## config.mk

```make
export PLATFORM = sky130hd
export DESIGN_NAME = instruction_loader
export DESIGN_NICKNAME = d
export VERILOG_FILES = /design/src/rtl/instruction_loader.sv
export SDC_FILE = /design/constraint.sdc
export NUM_CORES = 1
export LEC_CHECK = 0
export ABC_AREA = 1
export BUFFER_PORTS_ARGS = -buffer_cell sky130_fd_sc_hd__buf_4
export CAP_MARGIN = 30
export CORE_ASPECT_RATIO = 1.4
export CORE_MARGIN = 4
export CORE_UTILIZATION = 45
export CTS_CLUSTER_DIAMETER = 50
export DETAILED_ROUTE_END_ITERATION = 6
export REMOVE_ABC_BUFFERS = 1
export SYNTH_ARGS = -nofsm -noshare
export SYNTH_HDL_FRONTEND = slang
export SYNTH_SLANG_ARGS = --single-unit
export TNS_END_PERCENT = 20
```

## constraint.sdc

```tcl
create_clock -name clk -period 2 [get_ports clk]
set_input_delay 0.4 -clock clk [delete_from_list [all_inputs] [get_ports clk]]
set_output_delay 0.4 -clock clk [all_outputs]
set_load 0.01 [all_outputs]
```

## src/rtl/instruction_loader.sv

```systemverilog
// Byte-stream loader: validates SYNC/CHAN/LEN header, packs 2-byte words into the channel A/B instruction RAM write port.
// Optional LOADER_CHECKSUM_EN: trailing XOR checksum byte gates done; s_ready is always high after reset (never stalls).
module instruction_loader #(
  parameter int DATA_WIDTH = 11,
  parameter int ADDR_WIDTH = 17,
  parameter int MAX_WORDS  = 66584
) (
  input  logic                  clk,
  input  logic                  reset_n,
  input  logic [7:0]            s_data,
  input  logic                  s_valid,
  output logic                  s_ready,
  output logic                  wr_en_a,
  output logic                  wr_en_b,
  output logic [ADDR_WIDTH-1:0] wr_addr,
  output logic [DATA_WIDTH-1:0] wr_data,
  output logic                  busy,
  output logic                  done,
  output logic                  error,
  output logic [ADDR_WIDTH-1:0] word_count
);

  typedef enum logic [2:0] {
    S_IDLE, S_CHAN, S_LEN0, S_LEN1, S_LEN2, S_DLO, S_DHI, S_CSUM
  } state_t;

  state_t                r_state, w_next;
  logic                  r_ready;
  logic                  r_chan_b;
  logic [7:0]            r_len0, r_len1, r_lo;
  logic [ADDR_WIDTH-1:0] r_len, r_word_count, r_wr_addr;
  logic [DATA_WIDTH-1:0] r_wr_data;
  logic                  r_wr_en_a, r_wr_en_b, r_busy, r_done, r_error;
`ifdef LOADER_CHECKSUM_EN
  logic [7:0]            r_csum;
`endif

  logic                  w_fire, w_sync, w_err, w_done, w_wr, w_last, w_len_bad;
  logic [23:0]           w_len24;
  logic [ADDR_WIDTH-1:0] w_wc_inc;

  assign w_fire    = s_valid && r_ready;
  assign w_len24   = {s_data, r_len1, r_len0};
  assign w_wc_inc  = r_word_count + 1'b1;
  assign w_last    = (w_wc_inc == r_len);
  assign w_len_bad = (w_len24 == 24'd0) || ({8'd0, w_len24} > 32'(MAX_WORDS)) ||
                     ((w_len24 >> ADDR_WIDTH) != 24'd0);

  always_comb begin
    w_next = r_state;
    w_sync = 1'b0;
    w_err  = 1'b0;
    w_done = 1'b0;
    w_wr   = 1'b0;
    if (w_fire) begin
      case (r_state)
        S_IDLE: if (s_data == 8'hA5) begin
          w_sync = 1'b1;
          w_next = S_CHAN;
        end
        S_CHAN: if (s_data == 8'h00 || s_data == 8'h01) begin
          w_next = S_LEN0;
        end else begin
          w_err  = 1'b1;
          w_next = S_IDLE;
        end
        S_LEN0: w_next = S_LEN1;
        S_LEN1: w_next = S_LEN2;
        S_LEN2: if (w_len_bad) begin
          w_err  = 1'b1;
          w_next = S_IDLE;
        end else begin
          w_next = S_DLO;
        end
        S_DLO: w_next = S_DHI;
        S_DHI: begin
          w_wr = 1'b1;
          if (w_last) begin
`ifdef LOADER_CHECKSUM_EN
            w_next = S_CSUM;
`else
            w_done = 1'b1;
            w_next = S_IDLE;
`endif
          end else begin
            w_next = S_DLO;
          end
        end
        S_CSUM: begin
          w_next = S_IDLE;
`ifdef LOADER_CHECKSUM_EN
          if (s_data == r_csum) w_done = 1'b1;
          else                  w_err  = 1'b1;
`endif
        end
        default: w_next = S_IDLE;
      endcase
    end
  end

  always_ff @(posedge clk or negedge reset_n) begin
    if (!reset_n) begin
      r_state      <= S_IDLE;
      r_ready      <= 1'b0;
      r_chan_b     <= 1'b0;
      r_len0       <= '0;
      r_len1       <= '0;
      r_lo         <= '0;
      r_len        <= '0;
      r_word_count <= '0;
      r_wr_addr    <= '0;
      r_wr_data    <= '0;
      r_wr_en_a    <= 1'b0;
      r_wr_en_b    <= 1'b0;
      r_busy       <= 1'b0;
      r_done       <= 1'b0;
      r_error      <= 1'b0;
`ifdef LOADER_CHECKSUM_EN
      r_csum       <= '0;
`endif
    end else begin
      r_state   <= w_next;
      r_ready   <= 1'b1;
      r_wr_en_a <= w_wr && !r_chan_b;
      r_wr_en_b <= w_wr && r_chan_b;
      r_done    <= w_done;
      if (w_fire) begin
        case (r_state)
          S_CHAN:  r_chan_b <= s_data[0];
          S_LEN0:  r_len0   <= s_data;
          S_LEN1:  r_len1   <= s_data;
          S_LEN2:  r_len    <= w_len24[ADDR_WIDTH-1:0];
          S_DLO:   r_lo     <= s_data;
          default: ;
        endcase
      end
      if (w_wr) begin
        r_wr_addr    <= r_word_count;
        r_wr_data    <= {s_data[DATA_WIDTH-9:0], r_lo};
        r_word_count <= w_wc_inc;
      end
      if (w_sync) begin
        r_error      <= 1'b0;
        r_word_count <= '0;
        r_busy       <= 1'b1;
      end
      if (w_err) begin
        r_error <= 1'b1;
        r_busy  <= 1'b0;
      end
      if (w_done) r_busy <= 1'b0;
`ifdef LOADER_CHECKSUM_EN
      // Running XOR over everything between SYNC and the checksum byte itself.
      if (w_sync) r_csum <= '0;
      else if (w_fire && r_state != S_IDLE && r_state != S_CSUM) r_csum <= r_csum ^ s_data;
`endif
    end
  end

  assign s_ready    = r_ready;
  assign wr_en_a    = r_wr_en_a;
  assign wr_en_b    = r_wr_en_b;
  assign wr_addr    = r_wr_addr;
  assign wr_data    = r_wr_data;
  assign busy       = r_busy;
  assign done       = r_done;
  assign error      = r_error;
  assign word_count = r_word_count;

endmodule

```

======== After elaboration in Yosys (flattened, before gate mapping) ========
Cells that the tools add are included.
storage, ports and cells
  logic and storage cells ................. 72
  input port bits ......................... 11
  register bits ........................... 96
  output and inout port bits .............. 51
cells by class
  mux-type cells .......................... 24
  magnitude comparators ................... 1
  eq/ne operators ......................... 11
  add/subtract/negate cells ............... 1
  reduce and logical (&&, ||, !) cells .... 20
operators with widths
  cell                                                  number
  2-to-1 mux 17 bit                                     2
  > comparator 24 x 17 -> 1 bit, second input constant  1
  logical NOT 24 bit                                    1
  one-hot mux 3 bit (8 select lines)                    1
  nonzero test 24 bit                                   1
  adder 17 x 1 -> 17 bit, second input constant         1
  equality test 17 bit                                  1
  2-to-1 mux 1 bit                                      16
  equality test 3 bit, second input constant            4
  AND reduction 2 bit                                   6
  2-to-1 mux 3 bit                                      3
  equality test 8 x 1 -> 1 bit, second input constant   1
  equality test 8 bit, second input constant            1
  logical NOT 8 bit                                     1
  equality test 3 x 2 -> 1 bit, second input constant   2
  nonzero test 2 bit                                    2
  equality test 3 x 1 -> 1 bit, second input constant   1
  logical AND 1 bit                                     3
  logical NOT 3 bit                                     1
  logical OR 1 bit                                      3
  nonzero test 3 bit                                    1
  2-to-1 mux 2 bit                                      1
  != test 2 bit, second input constant                  1
  one-hot mux 1 bit (2 select lines)                    1
  logical NOT 1 bit                                     1

======== Depth between registers and ports, before layout ========
Gate-level depths: netlist of the first run.
  depth after elaboration ................. 8
  mapped depth ............................ 17
  gate-level depth less buffers ........... 17

======== Worst setup path before layout of the first run ========
OpenSTA, ideal clock, no wires.
  path type ............................... register -> register
  from .................................... register r_word_count[0], in the netlist word_count[0]
  to ...................................... register r_state[2]
  setup slack ............................. 0.116 ns
  data arrival time ....................... 1.768 ns
  required time ........................... 1.884 ns
  path buffers ............................ 0
  cell stages (with the launch flop) ...... 17
  setup time .............................. 0.116 ns
  clock period less this slack ............ 1.884 ns
  cell sequence ........................... dfrtp_1 > ha_1 > nand2_2 > nor2_4 > nand2_4 > inv_2 > nand3_2 > nand2_1 > nand2_1 > nand2_1 > nand3_1 > nor2_1 > nand2_2 > nand2_1 > nand3_1 > nand2_1 > nand2_1
between the ends
  cells in the longest elaborated chain, start to end .. 4
RTL lines
  what                                line  RTL
  start, declared                     31    logic [ADDR_WIDTH-1:0] r_len, r_word_count, r_wr_addr;
  start signal, assigned              140   r_word_count <= w_wc_inc;
  adder 17 x 1 -> 17 bit              44    assign w_wc_inc = r_word_count + 1'b1;
  equality test 17 bit                45    assign w_last = (w_wc_inc == r_len);
  2-to-1 mux 3 bit                    78    if (w_last) begin
  one-hot mux 3 bit (8 select lines)  56    case (r_state)
  end signal, assigned                122   r_state <= w_next;
  end, declared                       27    state_t r_state, w_next;
No other way between the ends.
A chain may end at the register's enable or synchronous reset.

======== Worst setup path after layout of the first run ========
  from .................................... register r_word_count[1], in the netlist word_count[1]
  to ...................................... register r_state[2]
The elaborated chain is that of the path after synthesis.

==> key figures, run 1 <==
Synthesis
  • Synth Register Bits: 96
  • Register area share after synthesis: 52.4%
  • Synth area leaders: dfrtp_1 52%, nand2_1 16%, o21ai_0 6.3%, inv_1 5.2%, nand3_1 4.1%
  • Yosys cell types: 29
  • Area leader, netlist: dfrtp_1
  • Mapped Area: 4590 um2
  • Cells after Synth: 582
  • Top cell type's share of synthesized area: 52.4%
  • Ys Warns: 0
  • Syn_area_per_cell: 7.88 um2

Cells and area
  • Antenna fix cells: 0
  • Final Non-Filler Cells: 808
  • Final nets: 680
  • Share of layout cells above drive strength 1: 21.1%
  • Synth-to-layout area growth: 26.4%

Critical path
  • Kind of critical path: flop to flop
  • Critical path, cell by cell: ha_4 -> nand2_4 -> nor2_4 -> nand2_4 -> inv_2 -> nand3_2 -> nand2_2 -> nand2_1 -> nand2_1 -> nand3_2 -> nor2_2 -> nand2_2 -> nand2_2 -> nand3_1 -> nand2_1 -> nand2_1
  • Bufs and invs on worst path: 1
  • Stages on the worst setup path: 16
  • Top delay family on crit path: simple AND/OR/NAND/NOR gates
  • Setup crit start kind: flop
  • Crit path max fanout: 7
  • CP max-delay cell: dfrtp_1
  • Most used cell, CP: nand2_1
  • WP data arrival: 2220 ps
  • Worst EP required: 2240 ps
  • Worst Setup End Kind: flop
  • Worst r2r path cells: 16
  • Critical Path Max Stage Delay: 410 ps

Floorplan
  • Core area: 9950 um2
  • I/O Pins: 62
  • Row cnt: 43
  • Initial Util: 46.1%
  • Die H: 127 um
  • Die Width: 93.3 um
  • Die area: 11900 um2

Clock tree
  • H-tree depth: 3
  • Clk sink count: 96
  • CTS tree: done
  • Clock-pin slew of the registers on the worst-case setup and hold paths: 70 ps
  • CTS buffer count: 9
  • Clock Tree Buf Depth: 2
  • Worst-Skew Late Latency: 350 ps
  • CTS root buf: clkbuf_16

Drt
  • Via count: 4089
  • DR WL/cell: 14.4 um
  • Vias per cell: 5.06
  • DRT Pass-1 Iters: 4
  • DRC: 0
  • DRT antenna net count: 0
  • Final wirelength: 11.6 mm
  • Drt first-iter violations: 238

Placed design
  • Place WS: 46.1 ps
  • Detailed Place HPWL: 8.59 mm
  • GP Congestion: 0.902
  • DP Cell Count: 787
  • IO buf count: 61

Pwr
  • Comb power frac: 50.2%
  • Sequential share of power: 31.9%
  • Power, Total: 10.7 mW
  • Clock power frac: 17.9%
  • VDD IR-drop max: 0.575 mV
  • Switching Share: 43.3%
  • PD cells: 1840 nW/um2
  • Int Power: 6.05 mW
  • NetSw: 4.62 mW
  • Leakage power: 3.06 nW

Global route
  • Gr usage total: 20.6%
  • First-pass GRT wire length: 19.4 mm
  • Largest net degree at the start of global routing: 39
  • Vias in the first global route: 4173
  • Initial antenna violation count: 0
  • GRT overflow: 0

STA
  • Highest achievable clock rate: 0.506 GHz
  • Period utilization: 98.9%
  • Endpoints failing setup: 0
  • PnR worst setup slack: 22.4 ps
  • Setup Skew: 9.54 ps
  • Unrepaired setup endpoints after global routing: true
  • Max-slew violation count: 0
  • Fin crit period: 1980 ps
  • Final Hold Vio Count: 0

Run
  • Number of max-cap violations: 0

Worst hold path
  • Hold Path Depth: 3
  • Hold Crit Class: input pin to flop

Run status
  • Outcome: completed
registers in the layout (all words and copies together), names as in the netlist, 3 cells and up:
name	cells
r_len1	8
wr_addr	17
r_lo	8
r_state	3
word_count	17
wr_data	11
r_len0	8
r_len	17
routing by layer:
metal	vias to the layer above	track usage [%]	wire (um)	share of wire (%)
met2	96	35.4	5870	51
li1	2045	-	-	-
met5	-	0	0	0
met4	0	11.8	446	3.8
met1	1914	24.1	4840	42
met3	34	3.12	459	4.0
final timing paths:
kind / start / endpoint / slack [ps]
worst max-delay path: word_count[1] / r_state[2] / 20
worst min-delay path: s_data[5] / r_lo[5] / 390
worst max register to register: word_count[1] / r_state[2] / 20
worst min register to register: r_chan_b / wr_en_a / 450
max in group asynchronous: reset_n / r_lo[4] / 790
min in group asynchronous: reset_n / word_count[4] / 530
cells by family (layout without fill, tap and decap cells):
group                      count (synthesis)  in the layout  synth area share, %
and+or+nand+nor                          323            323                 31.0
DFF                                       96             96                 52.4
AOI/OAI and AO/OA                         80             80                 9.11
buffers and inverters                     78            169                 6.44
xor gates and xnor gates                   3              3                0.737
adders and majority gates                  1              1                0.273
other                                      1              1               0.0818
worst register-to-register path, cell delays in order, from the launching register on:
cell,delay (ps)
dfrtp_1,410
ha_4,180
nand2_4,70
nor2_4,220
nand2_4,110
inv_2,70
nand3_2,70
nand2_2,80
nand2_1,50
nand2_1,80
nand3_2,80
nor2_2,120
nand2_2,80
nand2_2,80
nand3_1,70
nand2_1,70
nand2_1,40
area by class of cell:
cell class                 count  area (um2)
multi-input combinational    408        1960
timing repair buffer          88         683
tap                          135         169
inverter                      65         244
clock inverter                 4        76.3
fill                         935        4160
sequential                    96        2410
clock buffer                  12         256
power groups by stage:
| stage | Combinational [mW] | Sequential [mW] | Clock [mW] |
|---|---|---|---|
| 5_1_grt | 6.07 | 3.53 | 2.04 |
| 2_1_floorplan | 3.29 | 3.43 | 0 |
| 3_5_place_dp | 5.03 | 3.39 | 0 |
| 6_report | 5.36 | 3.40 | 1.91 |
| 4_1_cts | 5.06 | 3.37 | 1.95 |
| 3_3_place_gp | 4.95 | 3.37 | 0 |
placed cells by master, fill, tap and decap left out, drive strengths merged, types with 2 or more instances in the layout:
| cell | n |
|---|---|
| nand2 | 203 |
| clkbuf | 12 |
| o22ai | 10 |
| inv | 65 |
| nor3 | 6 |
| a21oi | 9 |
| dfrtp | 96 |
| xor2 | 2 |
| nand4 | 12 |
| o21ai | 59 |
| buf | 87 |
| nor4 | 3 |
| nor2 | 49 |
| nand3b | 9 |
| bufinv | 2 |
| nand3 | 40 |
stage by stage:
stage          TNS [ps]  cell area, um2  util [%]  hold slack, ps
3_5_place_dp          0            5340      53.7             360
6_report              0            5800      58.2             386
3_3_place_gp          0            5340      53.7             357
2_1_floorplan    -10330            4540         -             104
4_1_cts               0            5690      57.1             379
5_1_grt            -587            5800      58.2             412
what timing repair did:
action | in CTS | in global routing
buffers inserted | 0 | 4
hold endpoints to repair | 25 | 0
setup endpoints to repair | 0 | 4
gates resized for setup | 0 | 25
hold buffers | 1 | 0
cell usage after synthesis:
cell type	instances
ha_1	1
xnor2_1	1
nor3_1	6
nand2_1	199
o22ai_1	10
or2_2	1
xor2_2	1
nand2_2	3
o21ai_1	1
a21oi_1	9
dfrtp_1	96
nand3b_1	9
nand2_4	1
nor2_2	3
a21o_1	1
nand3_2	2
inv_1	63
nor2_4	6
nand4_1	12
o211ai_1	1
nand3_1	38
conb_1	1
buf_2	2
nor4_1	3
inv_2	2
o21ai_0	58
clkbuf_1	11
xor2_1	1
nor2_1	40
Power figures use the tool's default switching activity.
==> inputs of run 2 (changes only) <==
Settings changed: CORE_MARGIN 4 to 2, RECOVER_POWER from default to 25.
==> key figures, run 2 (synthesis results as in run 1) <==
Placed design
  • DP Area: 5350 um2 (about the same)
  • IO buf count: 61 (unchanged)
  • DP Cell Count: 786 (-0.13%)
  • Detailed Place HPWL: 8.16 mm (-5.0%)
  • GP Congestion: 0.840 (-6.9%)

Pwr
  • Leakage power: 3.02 nW (-1.3%)
  • Power, Total: 10.3 mW (-3.2%)
  • Sequential share of power: 32.8% (+0.9 points)
  • Comb power frac: 51.2% (+1.0 points)
  • PD cells: 1810 nW/um2 (-1.5%)
  • Clock power frac: 16.0% (-1.9 points)
  • Int Power: 5.67 mW (-6.3%)
  • Switching Share: 45.1% (+1.8 points)
  • NetSw: 4.66 mW (+0.86%)
  • VDD IR-drop max: 0.679 mV (+18%)

Clock tree
  • Worst-Skew Late Latency: 350 ps (about the same)
  • H-tree depth: 3 (unchanged)
  • CTS tree: done
  • Clock-pin slew of the registers on the worst-case setup and hold paths: 70 ps (about the same)
  • Clock Tree Buf Depth: 2 (unchanged)
  • CTS root buf: clkbuf_16
  • CTS buffer count: 9 (unchanged)
  • Clk sink count: 96 (unchanged)

Run
  • Number of max-cap violations: 0 (unchanged)

Floorplan
  • Initial Util: 46.3% (+0.25 points)
  • Die H: 123 um (-3.1%)
  • Row cnt: 43 (unchanged)
  • Core area: 9900 um2 (-0.54%)
  • I/O Pins: 62 (unchanged)
  • Die area: 11000 um2 (-7.3%)
  • Die Width: 89.3 um (-4.3%)

Drt
  • DRT antenna net count: 0 (unchanged)
  • Drt first-iter violations: 228 (-4.2%)
  • Final wirelength: 11.5 mm (-1.3%)
  • DRC: 0 (unchanged)
  • DRT Pass-1 Iters: 4 (unchanged)
  • Vias per cell: 5.05 (-0.24%)
  • Via count: 4059 (-0.73%)
  • DR WL/cell: 14.3 um (-0.77%)

Critical path
  • Worst Setup End Kind: flop
  • WP data arrival: 2260 ps (+40 ps)
  • Critical Path Max Stage Delay: 410 ps (about the same)
  • CP max-delay cell: dfrtp_1
  • Kind of critical path: flop to flop
  • Bufs and invs on worst path: 2 (+1)
  • Critical path, cell by cell: buf_6 -> nand2_2 -> nor2_4 -> nand2_1 -> nand2_2 -> inv_2 -> nand2_1 -> nand3_2 -> nor2_4 -> nand3_2 -> nor2_2 -> nand2_2 -> nand2_2 -> nand3_2 -> nand2_1 -> nand2_1
  • Worst EP required: 2240 ps (about the same)
  • Setup crit start kind: flop
  • Crit path max fanout: 8 (+1)
  • Top delay family on crit path: simple AND/OR/NAND/NOR gates

Cells and area
  • FF/Latch Area: 2410 um2 (about the same)
  • Final Non-Filler Cells: 804 (-0.50%)
  • Finished layout cell area: 5700 um2 (-1.7%)
  • Most common cell after layout, fill and taps aside: nand2_1
  • Final nets: 676 (-0.59%)
  • Final Util: 57.6% (-0.66 points)
  • Number of fill cells: 952 (+1.8%)
  • Most frequent cells in the layout: 193 x nand2_1, 93 x dfrtp_1, 78 x buf_4
  • Synth-to-layout area growth: 24.2%
  • Multi-input combinational cell area: 1960 um2 (+0.26%)
  • Share of layout cells above drive strength 1: 20.6% (-0.47 points)
  • Antenna fix cells: 0 (unchanged)

Run status
  • Outcome: finished, violations left
  • Violations in the final reports: setup timing

Global route
  • First-pass GRT wire length: 18.3 mm (-5.9%)
  • Initial antenna violation count: 0 (unchanged)
  • Gr usage total: 21.8% (+1.2 points)
  • GRT overflow: 0 (unchanged)
  • Vias in the first global route: 3896 (-6.6%)
  • Largest net degree at the start of global routing: 56 (+44%)

STA
  • Final Hold Vio Count: 0 (unchanged)
  • PnR worst setup slack: -16.1 ps (-38.5 ps)
  • Max-slew violation count: 0 (unchanged)
  • Unrepaired setup endpoints after global routing: true
  • Period utilization: 101% (+1.9 points)
  • Highest achievable clock rate: 0.496 GHz (-1.9%)
  • Endpoints failing setup: 1 (+1)
  • Fin crit period: 2020 ps (+38.5 ps)
  • Max transition margin: 44.7%
  • Setup TNS: -16.1 ps (-16.1 ps)
  • Tightest Pin Transition: 829 ps
  • Setup Skew: 7.84 ps (-1.69 ps)

Worst hold path
  • Hold Crit Class: input pin to flop
## run 2: changes by cell type in the layout (fill, tap and decap cells not counted), sizes merged
| cell | previous run | this run |
|---|---|---|
| clkbuf | 12 | 11 |
| buf | 87 | 81 |
| bufinv | 2 | 0 |
| clkinv | 1 | 4 |
| inv | 65 | 67 |
## run 2: path summary, 6_finish.rpt
kind	to	cells after the start	from	slack, ps
worst min-delay path	r_lo[3]	3	s_data[3]	370
worst max register to register	r_state[2]	16	word_count[1]	-20
worst min register to register	wr_en_a	1	r_chan_b	460
max in group asynchronous	r_state[0]	3	reset_n	400
min in group asynchronous	wr_addr[3]	2	reset_n	470
worst max-delay path	r_state[2]	16	word_count[1]	-20
## run 2: layer usage
metal	part of all wire (%)	global-route usage, %	vias up
li1	-	-	2032
met1	42	26.5	1897
met2	51	36.7	105
met3	4.1	4.14	25
met4	3.0	10.6	0
met5	0	0	-
## run 2: through the flow
| stage | setup WS [ps] | hold WS (ps) |
|---|---|---|
| after floorplan | -457 | 104 |
| after global placement | 62.9 | 230 |
| after detailed placement | -3.72 | 231 |
| after CTS | 0.508 | 363 |
| after global routing | -197 | 379 |
| final | -16.1 | 374 |
## run 2: layout make-up
cell class | instances | share of cell area, %
clock buffers | 9 | 3.95
clock inverters | 7 | 0.988
inverters | 65 | 4.28
multi-input cells | 408 | 34.5
flip-flops and latches | 96 | 42.2
well taps | 135 | 2.96
repair buffers | 84 | 11.1
## run 2: tightest hold or removal path, delay by kind of cell
kind            cells  cell delay (ps)
compound gates      1               80
buf+inv             2              210
## run 2: repair_timing
item / in CTS / in global routing
hold buffers: 1 / 0
gates resized for setup: 4 / 21
buffers inserted: 0 / 1
endpoints found under the hold margin: 5 / 0
pin swaps: 2 / 14
cloned: 0 / 0
setup endpoints to repair: 2 / 4
## run 2: power by group through the flow
| stage | sequential [mW] | combinational, mW | clock, mW |
|---|---|---|---|
| after floorplan | 3.43 | 3.29 | 0 |
| after global placement | 3.36 | 4.93 | 0 |
| after detailed placement | 3.38 | 5.01 | 0 |
| after CTS | 3.35 | 5.10 | 1.68 |
| after global routing | 3.51 | 5.94 | 1.77 |
| final | 3.39 | 5.29 | 1.65 |
